==> config.mk <==
export PLATFORM = sky130hd
export DESIGN_NAME = call_stack_flat
export DESIGN_NICKNAME = d
export VERILOG_FILES = /design/src/rtl/pic_pkg.sv /design/src/rtl/call_stack_if.sv /design/src/rtl/stack_ram.sv /design/src/rtl/call_stack.sv /design/src/flat_wrapper.sv
export SDC_FILE = /design/constraint.sdc
export NUM_CORES = 1
export LEC_CHECK = 0
export BUFFER_PORTS_ARGS = -buffer_cell sky130_fd_sc_hd__buf_4
export CORE_MARGIN = 10
export CORE_UTILIZATION = 47
export DETAILED_ROUTE_END_ITERATION = 8
export PLACE_DENSITY = 0.67
export SKIP_LAST_GASP = 1
export SYNTH_ARGS = -nofsm -noshare
export SYNTH_HDL_FRONTEND = slang
export SYNTH_HIERARCHICAL = 1
export SYNTH_SLANG_ARGS = --single-unit
==> constraint.sdc <==
create_clock -name clk -period 2.5 [get_ports clk]
set_clock_uncertainty 0.05 [all_clocks]
set_input_delay 0.125 -clock clk [delete_from_list [all_inputs] [get_ports clk]]
set_output_delay 0.125 -clock clk [all_outputs]
set_load 0.02 [all_outputs]
==> src/rtl/pic_pkg.sv <==
// rtl/pic_pkg.sv - shared PIC core widths and types
package pic_pkg;
  localparam int PC_W        = 8;
  localparam int STACK_DEPTH = 8;
  typedef logic [PC_W-1:0] pc_t;
endpackage

==> src/rtl/call_stack_if.sv <==
// rtl/call_stack_if.sv - decoder <-> return-address stack signal bundle
// Sticky overflow/underflow signals exist only when STACK_FLAGS_EN is defined.
interface call_stack_if
  import pic_pkg::*;
#(
  parameter int DEPTH  = STACK_DEPTH,
  parameter int ADDR_W = PC_W
);
  localparam int LW = $clog2(DEPTH) + 1;

  logic              push;
  logic              pop;
  logic [ADDR_W-1:0] ret_addr;
  logic [ADDR_W-1:0] top;
  logic [LW-1:0]     level;
  logic              empty;
  logic              full;
`ifdef STACK_FLAGS_EN
  logic              overflow;
  logic              underflow;

  modport master (output push, pop, ret_addr,
                  input  top, level, empty, full, overflow, underflow);
  modport slave  (input  push, pop, ret_addr,
                  output top, level, empty, full, overflow, underflow);
`else
  modport master (output push, pop, ret_addr,
                  input  top, level, empty, full);
  modport slave  (input  push, pop, ret_addr,
                  output top, level, empty, full);
`endif
endinterface

==> src/rtl/stack_ram.sv <==
// rtl/stack_ram.sv - DEPTH x ADDR_W register array, sync write, async read
module stack_ram #(
  parameter int DEPTH  = 8,
  parameter int ADDR_W = 8
) (
  input  logic                     clk,
  input  logic                     reset,
  input  logic                     we,
  input  logic [$clog2(DEPTH)-1:0] wr_idx,
  input  logic [ADDR_W-1:0]        wr_data,
  input  logic [$clog2(DEPTH)-1:0] rd_idx,
  output logic [ADDR_W-1:0]        rd_data
);
  logic [ADDR_W-1:0] mem [DEPTH];

  always_ff @(posedge clk) begin
    if (reset) begin
      mem <= '{default: '0};
    end else if (we) begin
      mem[wr_idx] <= wr_data;
    end
  end

  assign rd_data = mem[rd_idx];
endmodule

==> src/rtl/call_stack.sv <==
// rtl/call_stack.sv - circular return-address stack (PIC16 style, overflow wraps)
// Optional sticky overflow/underflow flags under STACK_FLAGS_EN.
module call_stack
  import pic_pkg::*;
#(
  parameter int DEPTH  = STACK_DEPTH,
  parameter int ADDR_W = PC_W
) (
  input logic         clk,
  input logic         reset,
  call_stack_if.slave bus
);
  localparam int IW = $clog2(DEPTH);
  localparam int LW = IW + 1;

  logic [IW-1:0]     sp;
  logic [IW-1:0]     top_idx;
  logic [IW-1:0]     wr_idx;
  logic [LW-1:0]     lvl;
  logic [ADDR_W-1:0] rd_data;
  logic              is_empty;
  logic              is_full;
  logic              replace;

  // DEPTH is a power of two, so pointer arithmetic wraps for free
  assign top_idx  = sp - 1'b1;
  assign is_empty = (lvl == '0);
  assign is_full  = (lvl == LW'(DEPTH));
  assign replace  = bus.push && bus.pop && !is_empty;
  assign wr_idx   = replace ? top_idx : sp;

  stack_ram #(
    .DEPTH  (DEPTH),
    .ADDR_W (ADDR_W)
  ) u_ram (
    .clk     (clk),
    .reset   (reset),
    .we      (bus.push),
    .wr_idx  (wr_idx),
    .wr_data (bus.ret_addr),
    .rd_idx  (top_idx),
    .rd_data (rd_data)
  );

  always_ff @(posedge clk) begin
    if (reset) begin
      sp  <= '0;
      lvl <= '0;
    end else if (bus.push && !replace) begin
      sp <= sp + 1'b1;
      if (!is_full) lvl <= lvl + 1'b1;
    end else if (bus.pop && !bus.push && !is_empty) begin
      sp  <= sp - 1'b1;
      lvl <= lvl - 1'b1;
    end
  end

`ifdef STACK_FLAGS_EN
  always_ff @(posedge clk) begin
    if (reset) begin
      bus.overflow  <= 1'b0;
      bus.underflow <= 1'b0;
    end else begin
      if (bus.push && !bus.pop && is_full)  bus.overflow  <= 1'b1;
      if (bus.pop && !bus.push && is_empty) bus.underflow <= 1'b1;
    end
  end
`endif

  assign bus.top   = is_empty ? '0 : rd_data;
  assign bus.level = lvl;
  assign bus.empty = is_empty;
  assign bus.full  = is_full;
endmodule
==> src/flat_wrapper.sv <==
// flat-port wrapper written by rule: the top's interface ports become plain ports
module call_stack_flat import pic_pkg::*;
#(
  parameter int DEPTH  = STACK_DEPTH,
  parameter int ADDR_W = PC_W
)
  (clk, reset, bus_push, bus_pop, bus_ret_addr, bus_top, bus_level, bus_empty, bus_full);
  call_stack_if #(.DEPTH(DEPTH), .ADDR_W(ADDR_W)) bus_i ();
  input logic clk;
  input logic reset;
  input wire logic [$bits(bus_i.push)-1:0] bus_push;
  input wire logic [$bits(bus_i.pop)-1:0] bus_pop;
  input wire logic [$bits(bus_i.ret_addr)-1:0] bus_ret_addr;
  output wire logic [$bits(bus_i.top)-1:0] bus_top;
  output wire logic [$bits(bus_i.level)-1:0] bus_level;
  output wire logic [$bits(bus_i.empty)-1:0] bus_empty;
  output wire logic [$bits(bus_i.full)-1:0] bus_full;
  assign bus_i.push = bus_push;
  assign bus_i.pop = bus_pop;
  assign bus_i.ret_addr = bus_ret_addr;
  assign bus_top = bus_i.top;
  assign bus_level = bus_i.level;
  assign bus_empty = bus_i.empty;
  assign bus_full = bus_i.full;
  call_stack #(.DEPTH(DEPTH), .ADDR_W(ADDR_W)) u_core (.clk(clk), .reset(reset), .bus(bus_i));
endmodule
==> results list <==
* Failing checks: negative setup slack
* Number of instances in the placed design: between 400 and 500
- Cell type with the highest aggregate area in the netlist: sky130_fd_sc_hd__dfxtp_1
* Via count: about 2.8k
- Width of the chip: ~110 µm
- The initial antenna violation count was 0.
* Remaining number of nets flagged by the antenna check after routing: 0
- Synth warn: 6
* Min cycle time layout: between 2 and 3 ns
* Number of placement rows: 31
* First drt pass iteration count: 5
* Clock root buffer: sky130_fd_sc_hd__clkbuf_8
- Max Clk Rate: between 300 and 400 MHz
- By area, the combinational part of the netlist is dominated by multiplexers.
- TritonCTS built the clock tree.
- Fraction of synthesized cell area taken by the top area cell type: 39.7%
- Dividing the detail-routed via count by the number of cells gives about 5.5.
* Area Growth Syn to Fin: 16.9%
* Worst EP arrival: around 2.4 ns
- After synthesis, the cell types taking the most area are sky130_fd_sc_hd__dfxtp_1 (40%), sky130_fd_sc_hd__mux4_1 (8.8%), sky130_fd_sc_hd__nand2_1 (8.7%), sky130_fd_sc_hd__mux2i_1 (7.3%), sky130_fd_sc_hd__a21oi_1 (6.2%).
- Of the total synthesized cell area, the portion taken by AND, OR, NAND and NOR gates is approximately a fifth.
* Final non-filler cell total: 501
* Routed WL: around 8.8 mm
- The kind of cell with the highest combined delay along the critical path is multiplexers.
* Largest stage delay on the critical path: 0.53 ns
- When the netlist entered floorplanning its net count stood at about 400.
* Number of design rule violations left after detail routing: 0
* Area fraction in compound gates after synthesis: 9.72%
- Leading cell types by count after synthesis: sky130_fd_sc_hd__nand2_1 (83), sky130_fd_sc_hd__dfxtp_1 (71), sky130_fd_sc_hd__a21oi_1 (44), sky130_fd_sc_hd__nor2_1 (31), sky130_fd_sc_hd__mux2i_1 (26)
- Total GRT Usage: about 16%
- Core outline area: roughly 7300 µm²
- Critical Setup Path Class: flip-flop to output pin
- Cells after synthesis: approximately 380
- Sequential cell area fraction in the yosys report: between 30 and 40%
* Post-route core utilization: between 50 and 60%
- Setup TNS: -0.242 ns
* Fraction of the mapped netlist area in adder cells: under 10%
- The number of antenna diodes in the final layout is 0.
- The final count of pins violating max slew is 0.
- Entering global routing, the biggest net connects between 70 and 80 pins.
- Summing all placed instances gives a cell area of just under 4000 µm².
* Quantity of I/O buffers inserted on ports: 25
* Detailed placement HPWL: 5.90 mm
- Dividing the synthesized area by the synthesized cell count gives between 9 and 10 µm².
* Most frequent cell on the critical path: sky130_fd_sc_hd__buf_6
- The die is ~110 µm tall.
- Final hold vios: 0
- The critical path contains buffers and inverters numbering 3 combined.
* Share of cell area taken by muxes after synthesis: 21.3%
- Num CTS Buffers: 9
- In this run the tightest slew margin relative to its limit is ~51%.
- Along the worst path, the maximum fanout reaches 4.
- Clock net sink count: roughly 70
- Status: complete, but fails checks
* Critical Path RT: roughly 2.3 ns
- CTS max path bufs: 2
- Count of state elements after synthesis: 71
- For this run, the post-layout net count is 414.
- For this run, asynchronously set or reset flops after synthesis account for 0%.
* Power density relative to cell area: around 1200 nW/µm²
* Worst Hold Class: input port to flip-flop
* Weighted congestion at the end of routability-driven global placement: 0.845
- By instance count, the leading cell after synthesis is sky130_fd_sc_hd__nand2_1.
* Smallest setup slack after layout: -0.0472 ns
- Across the run, the number of max-cap violations was 0.
- Top-level port count: 26
* Design area: between 4000 and 5000 µm²
- Clock Pin Slew Worst Setup and Hold Paths: about 0.080 ns
- Area taken by multi-input logic gates: 2060 µm²
- VDD sags by at most between 0.5 and 0.6 mV.
* Setup repair after global routing missed its margin: true
* Total number of H-tree levels: 3
- Chain of cells forming the critical path: inv_2 > ha_4 > xor2_4 > buf_6 > mux4_2 > mux2_4 > nor2b_4 > buf_6
* Element type at the critical path start: flip-flop
* Number of hold buffers added after cts: 0
* Worst path slowest cell: sky130_fd_sc_hd__mux4_2
- Wire length per cell: roughly 18 µm
* Leakage power total: between 1.5 and 2 nW
- Worst slew pin tran: between 0.7 and 0.8 ns
* Count of routing violations after the opening detailed-route iteration: 190
- Die ar.: approximately 12000 µm²
- In this run, distinct cell masters in the synthesized netlist total 49.
- Number of synthesized flops with an enable pin: 0
- Clock latency on the worst-skew pair, taken at its later pin, is 0.34 ns.
- In the synthesized netlist the dominant register cell turns out to be sky130_fd_sc_hd__dfxtp_1.
* Netlist area before placement: 3580 µm²
- Share of the clock period used by the worst path: 102%
- The filler cells instantiated in the layout total 623.
* GRT overflow: 0
- Parity-gate share of the synthesized area counting xor and xnor cells: under 10%
* Element type at the critical path end: output pin
* Via count of the first global-routing pass: about 2.7k
* Total setup violations reported at the end of the flow: 7
- In the final layout, flip-flops and latches occupy 1430 µm².
- Initial cell density of the core: about 49%
* Layout cells sized above 1: about a quarter
* Global-route wire length before repair: ~14 mm
[what timing repair did]
item,4_1_cts,5_1_grt
setup buffers,1,0
gates resized for setup,33,12
endpoints found under the setup margin,8,53
pin swaps,2,2
gates cloned,1,0
[logic make-up (layout without fill, tap and decap cells)]
group                    count (synthesis)  count (layout)
AO/OA/AOI/OAI                           58              58
XOR/XNOR                                 9               9
adder cells (fa/ha/maj)                  5               5
buffers and inverters                   37              63
flip-flops                              71              71
multiplexers                            50              50
AND/OR/NAND/NOR                        146             146
[layout by cell type, fill, tap and decap left out, drive strengths merged, types with 2 or more instances in the layout]
master and count:
nand2 84, nand4b 3, dfxtp 71, and4bb 2
clkinv 2, nand2b 3, inv 3, nand3b 2
a211oi 2, nor2 31, nor2b 8, xnor2 6
o21ai 3, clkinvlp 2, ha 4, buf 44
and4b 3, mux2 8, mux2i 26, a21oi 44
clkbuf 11, mux4 16, xor2 3
[state kept, by name, indices dropped and copies added (netlist names)]
name,count
u_core/bus.level,4
u_core/u_ram/mem,64
u_core/sp,3
[where the power goes]
part / leakage, nW / internal (mW) / switching, mW
Clock: 0.0895 / 0.462 / 0.438
Sequential: 0.576 / 1.31 / 0.149
Combinational: 0.884 / 1.20 / 1.38
Total: 1.55 / 2.97 / 1.96
[worst reg2reg max path, stage by stage (launching register included)]
cell and delay, ns:
sky130_fd_sc_hd__dfxtp_2 0.36, sky130_fd_sc_hd__o41ai_4 0.44, sky130_fd_sc_hd__nand2_2 0.13, sky130_fd_sc_hd__ha_1 0.37, sky130_fd_sc_hd__a21oi_1 0.17, sky130_fd_sc_hd__a21oi_1 0.09
sky130_fd_sc_hd__or3b_2 0.46, sky130_fd_sc_hd__a31oi_1 0.18
[layout make-up]
type	count	share of cell area, %
inverters	3	0.269
flip-flops and latches	71	34.1
well taps	99	2.96
clock buffers	11	3.14
multi-input cells	268	49.4
clock inverters	5	1.41
repair buffers	44	8.79
[metal layers]
| metal | track usage (%) | wire [µm] | vias up |
|---|---|---|---|
| li1 | - | - | 1340 |
| met1 | 20.8 | 4090 | 1350 |
| met2 | 24.7 | 4060 | 76 |
| met3 | 3.95 | 569 | 6 |
| met4 | 4.06 | 59 | 0 |
| met5 | 0 | 0 | - |
[path summary, 6_finish.rpt]
| path | end | start | cells past startpoint | slack [ns] |
|---|---|---|---|---|
| worst max register to register | u_core/bus.level[3] | u_core/bus.level[2] | 7 | 0.16 |
| worst min-delay path | u_core/u_ram/mem[14] | bus_ret_addr[6] | 3 | 0.03 |
| worst max-delay path | bus_top[1] | u_core/sp[0] | 8 | -0.05 |
| worst min register to register | u_core/u_ram/mem[15] | u_core/u_ram/mem[15] | 2 | 0.41 |
[through the flow]
step           setup slack [ns]  power, mW  hold slack (ns)
5_1_grt                  -0.125       5.23           0.0173
3_3_place_gp              0.125       3.65            0.381
2_1_floorplan          0.000680       3.12            0.140
3_5_place_dp             0.0781       3.69            0.390
4_1_cts                 -0.0583       4.88           0.0177
6_report                -0.0472       4.94           0.0312
Note: power is estimated with default switching activity, not from simulation.
